### src/rtl/rsa_keygen_sequencer.sv
// rsa_keygen_sequencer
//
// Top-level controller for RSA key generation. The shared prime generator is
// run twice to obtain P and Q (Q is regenerated while it equals P). An
// internal shift-add multiplier then forms n = P*Q and phi = (P-1)(Q-1). The
// E-key and D-key generators are run in turn with phi. The single RNG is
// granted to whichever random stage currently owns the datapath.
//
// Optional feature: define KEYGEN_WATCHDOG_EN to add a per-stage timeout
// (WDOG_CYCLES). A stage that runs that long sends the FSM to ERR for one
// cycle and sets the sticky error flag. Without the macro there is no
// counter, no ERR state, and error is tied to 0.
//
// Handshake: each generator enable (prime_en, e_en, d_en) is held high while
// its stage is active. The matching *_valid input is sampled on every rising
// edge while the enable is high, and its data is captured in the same edge.
// The enable drops in the following cycle. A valid seen while the enable is
// low is ignored.
//
// Ports:
//   clk, rst            clock (rising edge), synchronous active-low reset
//   start               request a new key set (accepted only in IDLE)
//   busy, done, error   status: not-idle, one-cycle completion, sticky timeout
//   prime_en/valid/in   prime generator handshake (PRIME_W-bit result)
//   e_en/valid/in       E-key generator handshake (KEY_W-bit result)
//   d_en/valid/in       D-key generator handshake (KEY_W-bit result)
//   prime_rng_req,
//   e_rng_req, rng_en   RNG requests from the random stages and the grant
//   phi, n_key,
//   e_key, d_key        registered key results
//   state_dbg           current FSM state, for observation only
module rsa_keygen_sequencer #(
  parameter int PRIME_W     = 16,
  parameter int KEY_W       = 32,
  parameter int WDOG_CYCLES = 65535
) (
  input  logic               clk,
  input  logic               rst,
  input  logic               start,
  output logic               busy,
  output logic               done,
  output logic               error,
  output logic               prime_en,
  input  logic               prime_valid,
  input  logic [PRIME_W-1:0] prime_in,
  output logic               e_en,
  input  logic               e_valid,
  input  logic [KEY_W-1:0]   e_in,
  output logic               d_en,
  input  logic               d_valid,
  input  logic [KEY_W-1:0]   d_in,
  input  logic               prime_rng_req,
  input  logic               e_rng_req,
  output logic               rng_en,
  output logic [KEY_W-1:0]   phi,
  output logic [KEY_W-1:0]   n_key,
  output logic [KEY_W-1:0]   e_key,
  output logic [KEY_W-1:0]   d_key,
  output logic [3:0]         state_dbg
);

  localparam int CNT_W = $clog2(PRIME_W) + 1;

  typedef enum logic [3:0] {
    S_IDLE,
    S_GEN_P,
    S_GAP,
    S_GEN_Q,
    S_CHECK,
    S_MUL,
    S_GEN_E,
    S_GEN_D,
    S_DONE
`ifdef KEYGEN_WATCHDOG_EN
    , S_ERR
`endif
  } state_t;

  state_t             state;
  logic [PRIME_W-1:0] p_reg;
  logic [PRIME_W-1:0] q_reg;

  // Multiplier datapath: two independent shift-add lanes share one bit
  // counter. The multiplicand shifts left and the multiplier shifts right,
  // so bit 0 of the multiplier always selects the current partial product.
  logic [KEY_W-1:0]   mcand_n;
  logic [KEY_W-1:0]   mcand_phi;
  logic [PRIME_W-1:0] mplier_n;
  logic [PRIME_W-1:0] mplier_phi;
  logic [KEY_W-1:0]   acc_n;
  logic [KEY_W-1:0]   acc_phi;
  logic [CNT_W-1:0]   bit_cnt;
  logic [KEY_W-1:0]   sum_n;
  logic [KEY_W-1:0]   sum_phi;
  logic [PRIME_W-1:0] p_dec;
  logic [PRIME_W-1:0] q_dec;
  logic               mul_last;

  assign p_dec    = p_reg - PRIME_W'(1);
  assign q_dec    = q_reg - PRIME_W'(1);
  assign sum_n    = acc_n + (mplier_n[0] ? mcand_n : '0);
  assign sum_phi  = acc_phi + (mplier_phi[0] ? mcand_phi : '0);
  assign mul_last = (bit_cnt == CNT_W'(PRIME_W - 1));

  // Status and enables decode directly from the state register.
  assign busy      = (state != S_IDLE);
  assign done      = (state == S_DONE);
  assign prime_en  = (state == S_GEN_P) || (state == S_GEN_Q);
  assign e_en      = (state == S_GEN_E);
  assign d_en      = (state == S_GEN_D);
  assign rng_en    = (prime_en & prime_rng_req) | (e_en & e_rng_req);
  assign state_dbg = state;

`ifdef KEYGEN_WATCHDOG_EN
  localparam int WD_W = $clog2(WDOG_CYCLES + 1);

  logic [WD_W-1:0] wd_cnt;
  logic            wd_count;
  logic            wd_leave;
  logic            wd_hit;

  // The counter restarts whenever a counted stage is left, so each stage
  // (including the direct GEN_E -> GEN_D hand-over) gets a full budget.
  assign wd_count = prime_en | e_en | d_en;
  assign wd_leave = (prime_en & prime_valid) | (e_en & e_valid) | (d_en & d_valid);
  assign wd_hit   = wd_count & (wd_cnt == WD_W'(WDOG_CYCLES - 1));

  always_ff @(posedge clk) begin
    if (!rst || !wd_count || wd_leave || wd_hit) begin
      wd_cnt <= '0;
    end else begin
      wd_cnt <= wd_cnt + WD_W'(1);
    end
  end
`else
  assign error = 1'b0;
`endif

  always_ff @(posedge clk) begin
    if (!rst) begin
      state      <= S_IDLE;
      p_reg      <= '0;
      q_reg      <= '0;
      mcand_n    <= '0;
      mcand_phi  <= '0;
      mplier_n   <= '0;
      mplier_phi <= '0;
      acc_n      <= '0;
      acc_phi    <= '0;
      bit_cnt    <= '0;
      phi        <= '0;
      n_key      <= '0;
      e_key      <= '0;
      d_key      <= '0;
`ifdef KEYGEN_WATCHDOG_EN
      error      <= 1'b0;
`endif
    end else begin
      case (state)
        S_IDLE: begin
          if (start) begin
            state <= S_GEN_P;
            phi   <= '0;
            n_key <= '0;
            e_key <= '0;
            d_key <= '0;
`ifdef KEYGEN_WATCHDOG_EN
            error <= 1'b0;
`endif
          end
        end
        S_GEN_P: begin
          if (prime_valid) begin
            p_reg <= prime_in;
            state <= S_GAP;
          end
`ifdef KEYGEN_WATCHDOG_EN
          else if (wd_hit) begin
            state <= S_ERR;
            error <= 1'b1;
          end
`endif
        end
        // One cycle with prime_en low so the generator restarts for Q.
        S_GAP: state <= S_GEN_Q;
        S_GEN_Q: begin
          if (prime_valid) begin
            q_reg <= prime_in;
            state <= S_CHECK;
          end
`ifdef KEYGEN_WATCHDOG_EN
          else if (wd_hit) begin
            state <= S_ERR;
            error <= 1'b1;
          end
`endif
        end
        S_CHECK: begin
          if (q_reg == p_reg) begin
            state <= S_GAP;
          end else begin
            acc_n      <= '0;
            acc_phi    <= '0;
            mcand_n    <= KEY_W'(p_reg);
            mcand_phi  <= KEY_W'(p_dec);
            mplier_n   <= q_reg;
            mplier_phi <= q_dec;
            bit_cnt    <= '0;
            state      <= S_MUL;
          end
        end
        S_MUL: begin
          acc_n      <= sum_n;
          acc_phi    <= sum_phi;
          mcand_n    <= mcand_n << 1;
          mcand_phi  <= mcand_phi << 1;
          mplier_n   <= mplier_n >> 1;
          mplier_phi <= mplier_phi >> 1;
          bit_cnt    <= bit_cnt + CNT_W'(1);
          // The final partial product goes straight into the result
          // registers, so phi is stable for the whole of GEN_E and GEN_D.
          if (mul_last) begin
            n_key <= sum_n;
            phi   <= sum_phi;
            state <= S_GEN_E;
          end
        end
        S_GEN_E: begin
          if (e_valid) begin
            e_key <= e_in;
            state <= S_GEN_D;
          end
`ifdef KEYGEN_WATCHDOG_EN
          else if (wd_hit) begin
            state <= S_ERR;
            error <= 1'b1;
          end
`endif
        end
        S_GEN_D: begin
          if (d_valid) begin
            d_key <= d_in;
            state <= S_DONE;
          end
`ifdef KEYGEN_WATCHDOG_EN
          else if (wd_hit) begin
            state <= S_ERR;
            error <= 1'b1;
          end
`endif
        end
        S_DONE: state <= S_IDLE;
`ifdef KEYGEN_WATCHDOG_EN
        S_ERR: state <= S_IDLE;
`endif
        default: state <= S_IDLE;
      endcase
    end
  end

endmodule

### config.mk
export PLATFORM = sky130hd
export DESIGN_NAME = rsa_keygen_sequencer
export DESIGN_NICKNAME = d
export VERILOG_FILES = /design/src/rtl/rsa_keygen_sequencer.sv
export SDC_FILE = /design/constraint.sdc
export NUM_CORES = 1
export LEC_CHECK = 0
export BUFFER_PORTS_ARGS = -buffer_cell sky130_fd_sc_hd__buf_2
export CORE_ASPECT_RATIO = 1.5
export CORE_MARGIN = 2
export CORE_UTILIZATION = 62
export DETAILED_ROUTE_END_ITERATION = 8
export GPL_TIMING_DRIVEN = 0
export PLACE_DENSITY = 0.91
export SYNTH_ARGS = -nofsm -noshare
export SYNTH_HDL_FRONTEND = slang
export SYNTH_SLANG_ARGS = --single-unit
### constraint.sdc
create_clock -name clk -period 8.4 [get_ports clk]
set_clock_uncertainty 0.15 [all_clocks]
set_input_delay 1.68 -clock clk [delete_from_list [all_inputs] [get_ports clk]]
set_output_delay 1.68 -clock clk [all_outputs]
set_load 0.01 [all_outputs]
==> impl_metrics.yaml <==
sta:
  finalCritPeriodShare_pct: 57.84
  rsz0062_at_grt: "false"
  maxSlewViolCount: 0
  max_freq_mhz: 205.8
  maxSlewHeadroom_pct: 33.95
  finalSetupViolCount: 0
  fin_tns_setup_ps: 0
  hold_viol_final: 0
  worst_slew_pin_slew_ps: 983.2
  min_period_ps: 4859
  setup_ws_ps: 3541
finish:
  num-fill-cells: 1899
  final_area_um2: 18780
  final_nets: 2331
  drive_above_1_share_pct: 13.46
  mostFrequentLayoutCell: "dfxtp_1"
  area_growth_pct: 16.26
  antenna_cells: 0
  final_cell_mix: "dfxtp_1, nand2_1, buf_2"
clock_network:
  cts.sinks: 329
  clk_path_buf_depth: 3
  h-tree-depth: 1
  postCtsResizedCells: 0
  cts-buffers-inserted: 31
  hold_buffers: 0
  cts_root_buf: "clkbuf_16"
  worstSkewPairLatency_ps: 580
  cts_tree: "yes"
  postCtsSetupBuffers: 0
  path_clk_slew_ps: 70
worst_setup_path:
  path_cells: "buf_1 > nand2_1 > nor3_1 > clkbuf_1 > a22o_1 > buf_2"
  slowest_stage: "nor3_1"
  crit_buf_inv: 3
  crit_path_end_kind: "primary output"
  max_stage_delay_ps: 770
  cp_max_fo: 10
  crit_arrival_ps: 3030
  worstSetupStartpointType: "flop"
  cp.required_ps: 6570
  crit_family: "buffers and inverters"
  worstSetupPathType: "flop to primary output"
place:
  place_ws_ps: 3858
  place_hpwl_mm: 35.76
  place_congestion: 0.9177
  io_buffers: 225
  postPlaceCellArea_um2: 17700
logic_synthesis:
  synthesis.instances: 1917
  synth_nets: 2073
  ys_ff_latch: 329
  yosysWarnings: 0
  synth_enable_flop_cells: 0
  syn_avg_cell_area_um2: 8.428
  synth_flop_cell: "dfxtp_1"
  synthesis.area_um2: 16160
  yosysSeqAreaShare_pct: 40.77
  postSynth.asyncResetShare_pct: 0
  ys_types: 70
die:
  die_area_um2: 27390
  rows: 72
  fp.dieW_um: 135.8
  start_util_pct: 62.93
  pin_count: 227
  die_h_um: 201.7
  core_area_um2: 25670
power_and_ir_drop:
  power_density_nw_per_um2: 184.6
  ir_drop_uv: 159.7
  finalPower_mw: 3.467
  power.leakage_nw: 7.846
routing:
  drc: 0
  drtPass1Iterations: 8
  drt_iter0_markers: 1371
  vias: 15700
  drt-total-wl_mm: 48.11
  postRouteAntennaNets: 0
  vias_per_cell: 6.201
  wl_per_cell_um: 19.00
global_route:
  grt_max_degree: 16
  antenna_found_initial: 0
  grt_pass1_vias: 15670
  grt_overflow: 0
  grt_usage_pct: 34.45
  grt_pass1_wl_mm: 76.45
job:
  maxCapViolCount: 0
min_path:
  worstHoldPathType: "flop to flop"
status:
  outcome: "complete, no violations"
[area by class of cell]
class | count | area [um2] | share of cell area, %
clock buffer | 39 | 865.8 | 4.609
clock inverter | 18 | 214.0 | 1.139
buffer | 139 | 544.3 | 2.897
sequential | 329 | 6586 | 35.06
multi-input combinational | 1414 | 8900 | 47.38
inverter | 35 | 131.4 | 0.6994
tap | 333 | 416.7 | 2.218
timing repair buffer | 225 | 1126 | 5.995
[final timing paths]
kind	startpoint	endpoint	slack, ps	depth (start not counted)
worst max-delay path	state_dbg[2]	rng_en	3540	6
worst min-delay path	d_key[25]	d_key[25]	300	2
worst max register to register	mplier_phi[0]	phi[30]	4280	14
worst min register to register	d_key[25]	d_key[25]	300	2
[metal layers]
layer | track usage [%] | share of wire [%] | wire [um]
met5 | 0 | 0 | 0
met3 | 6.072 | 7.9 | 3818
met4 | 22.06 | 6.3 | 3025
met1 | 37.46 | 36 | 17340
met2 | 60.75 | 50 | 23930
[metrics by stage]
step	cells	hold slack (ps)	utilization, %
2_1_floorplan	1917	280.2	-
3_3_place_gp	2475	281.3	68.94
3_5_place_dp	2475	291.2	68.94
4_1_cts	2532	300.5	73.14
5_1_grt	2532	318.9	73.16
6_report	2532	297.9	73.16
[cells in the mapped netlist (5+ instances only)]
| master | number | area share, % |
|---|---|---|
| xnor2_1 | 43 | 2.3 |
| nand4_1 | 10 | 0.39 |
| o211ai_1 | 12 | 0.56 |
| nand3_1 | 87 | 2.7 |
| o21bai_1 | 5 | 0.23 |
| a31oi_1 | 8 | 0.31 |
| o221ai_1 | 9 | 0.49 |
| nor2_1 | 91 | 2.1 |
| dfxtp_1 | 329 | 41 |
| clkbuf_1 | 119 | 2.8 |
| nor2b_1 | 76 | 2.9 |
| a222oi_1 | 30 | 1.9 |
| a311oi_1 | 8 | 0.43 |
| and2_1 | 82 | 3.2 |
| or4_1 | 6 | 0.28 |
| nand2b_1 | 14 | 0.54 |
| nor3_1 | 26 | 0.81 |
| o21ai_0 | 51 | 1.6 |
| buf_2 | 7 | 0.22 |
| a21boi_1 | 72 | 3.3 |
| buf_1 | 11 | 0.26 |
| a21oi_1 | 135 | 4.2 |
| and3_1 | 8 | 0.31 |
| nand2_1 | 279 | 6.5 |
| inv_1 | 34 | 0.79 |
| a21o_1 | 24 | 1.1 |
| o21a_1 | 10 | 0.46 |
| xor2_1 | 55 | 3.0 |
| o21ai_1 | 19 | 0.59 |
| a22o_1 | 68 | 3.7 |
| a211oi_1 | 15 | 0.70 |
| nor4_1 | 11 | 0.43 |
| a21boi_0 | 5 | 0.23 |
| ha_1 | 66 | 5.1 |
| a22oi_1 | 38 | 1.8 |
[power by group]
group | switching (mW) | internal, mW
Clock | 0.632 | 0.854
Sequential | 0.0223 | 1.58
Combinational | 0.265 | 0.118
Total | 0.919 | 2.55
[worst register-to-register path, cell delays in order, from the launching register on]
cell and delay (ps):
dfxtp_1 420, clkbuf_1 260, and2_1 200, ha_1 210
inv_1 80, fa_1 220, nor2b_1 70, o31a_1 300
o311ai_1 510, nor3_1 130, nor3_1 370, a21oi_1 170
o31ai_1 480, nand3_1 180, a32o_1 280
[kinds of logic (layout without fill, tap and decap cells)]
logic type | count (synthesis) | count (layout) | share of synthesized area, %
flip-flops | 329 | 329 | 40.77
multiplexers | 3 | 3 | 0.1859
other | 1 | 1 | 0.02321
AND/OR/NAND/NOR | 704 | 704 | 20.83
AO/OA/AOI/OAI | 540 | 540 | 23.34
buffers and inverters | 174 | 456 | 4.182
adder cells (fa/ha/maj) | 68 | 68 | 5.359
XOR/XNOR | 98 | 98 | 5.312
No activity file was read; power rests on OpenSTA's default activity.
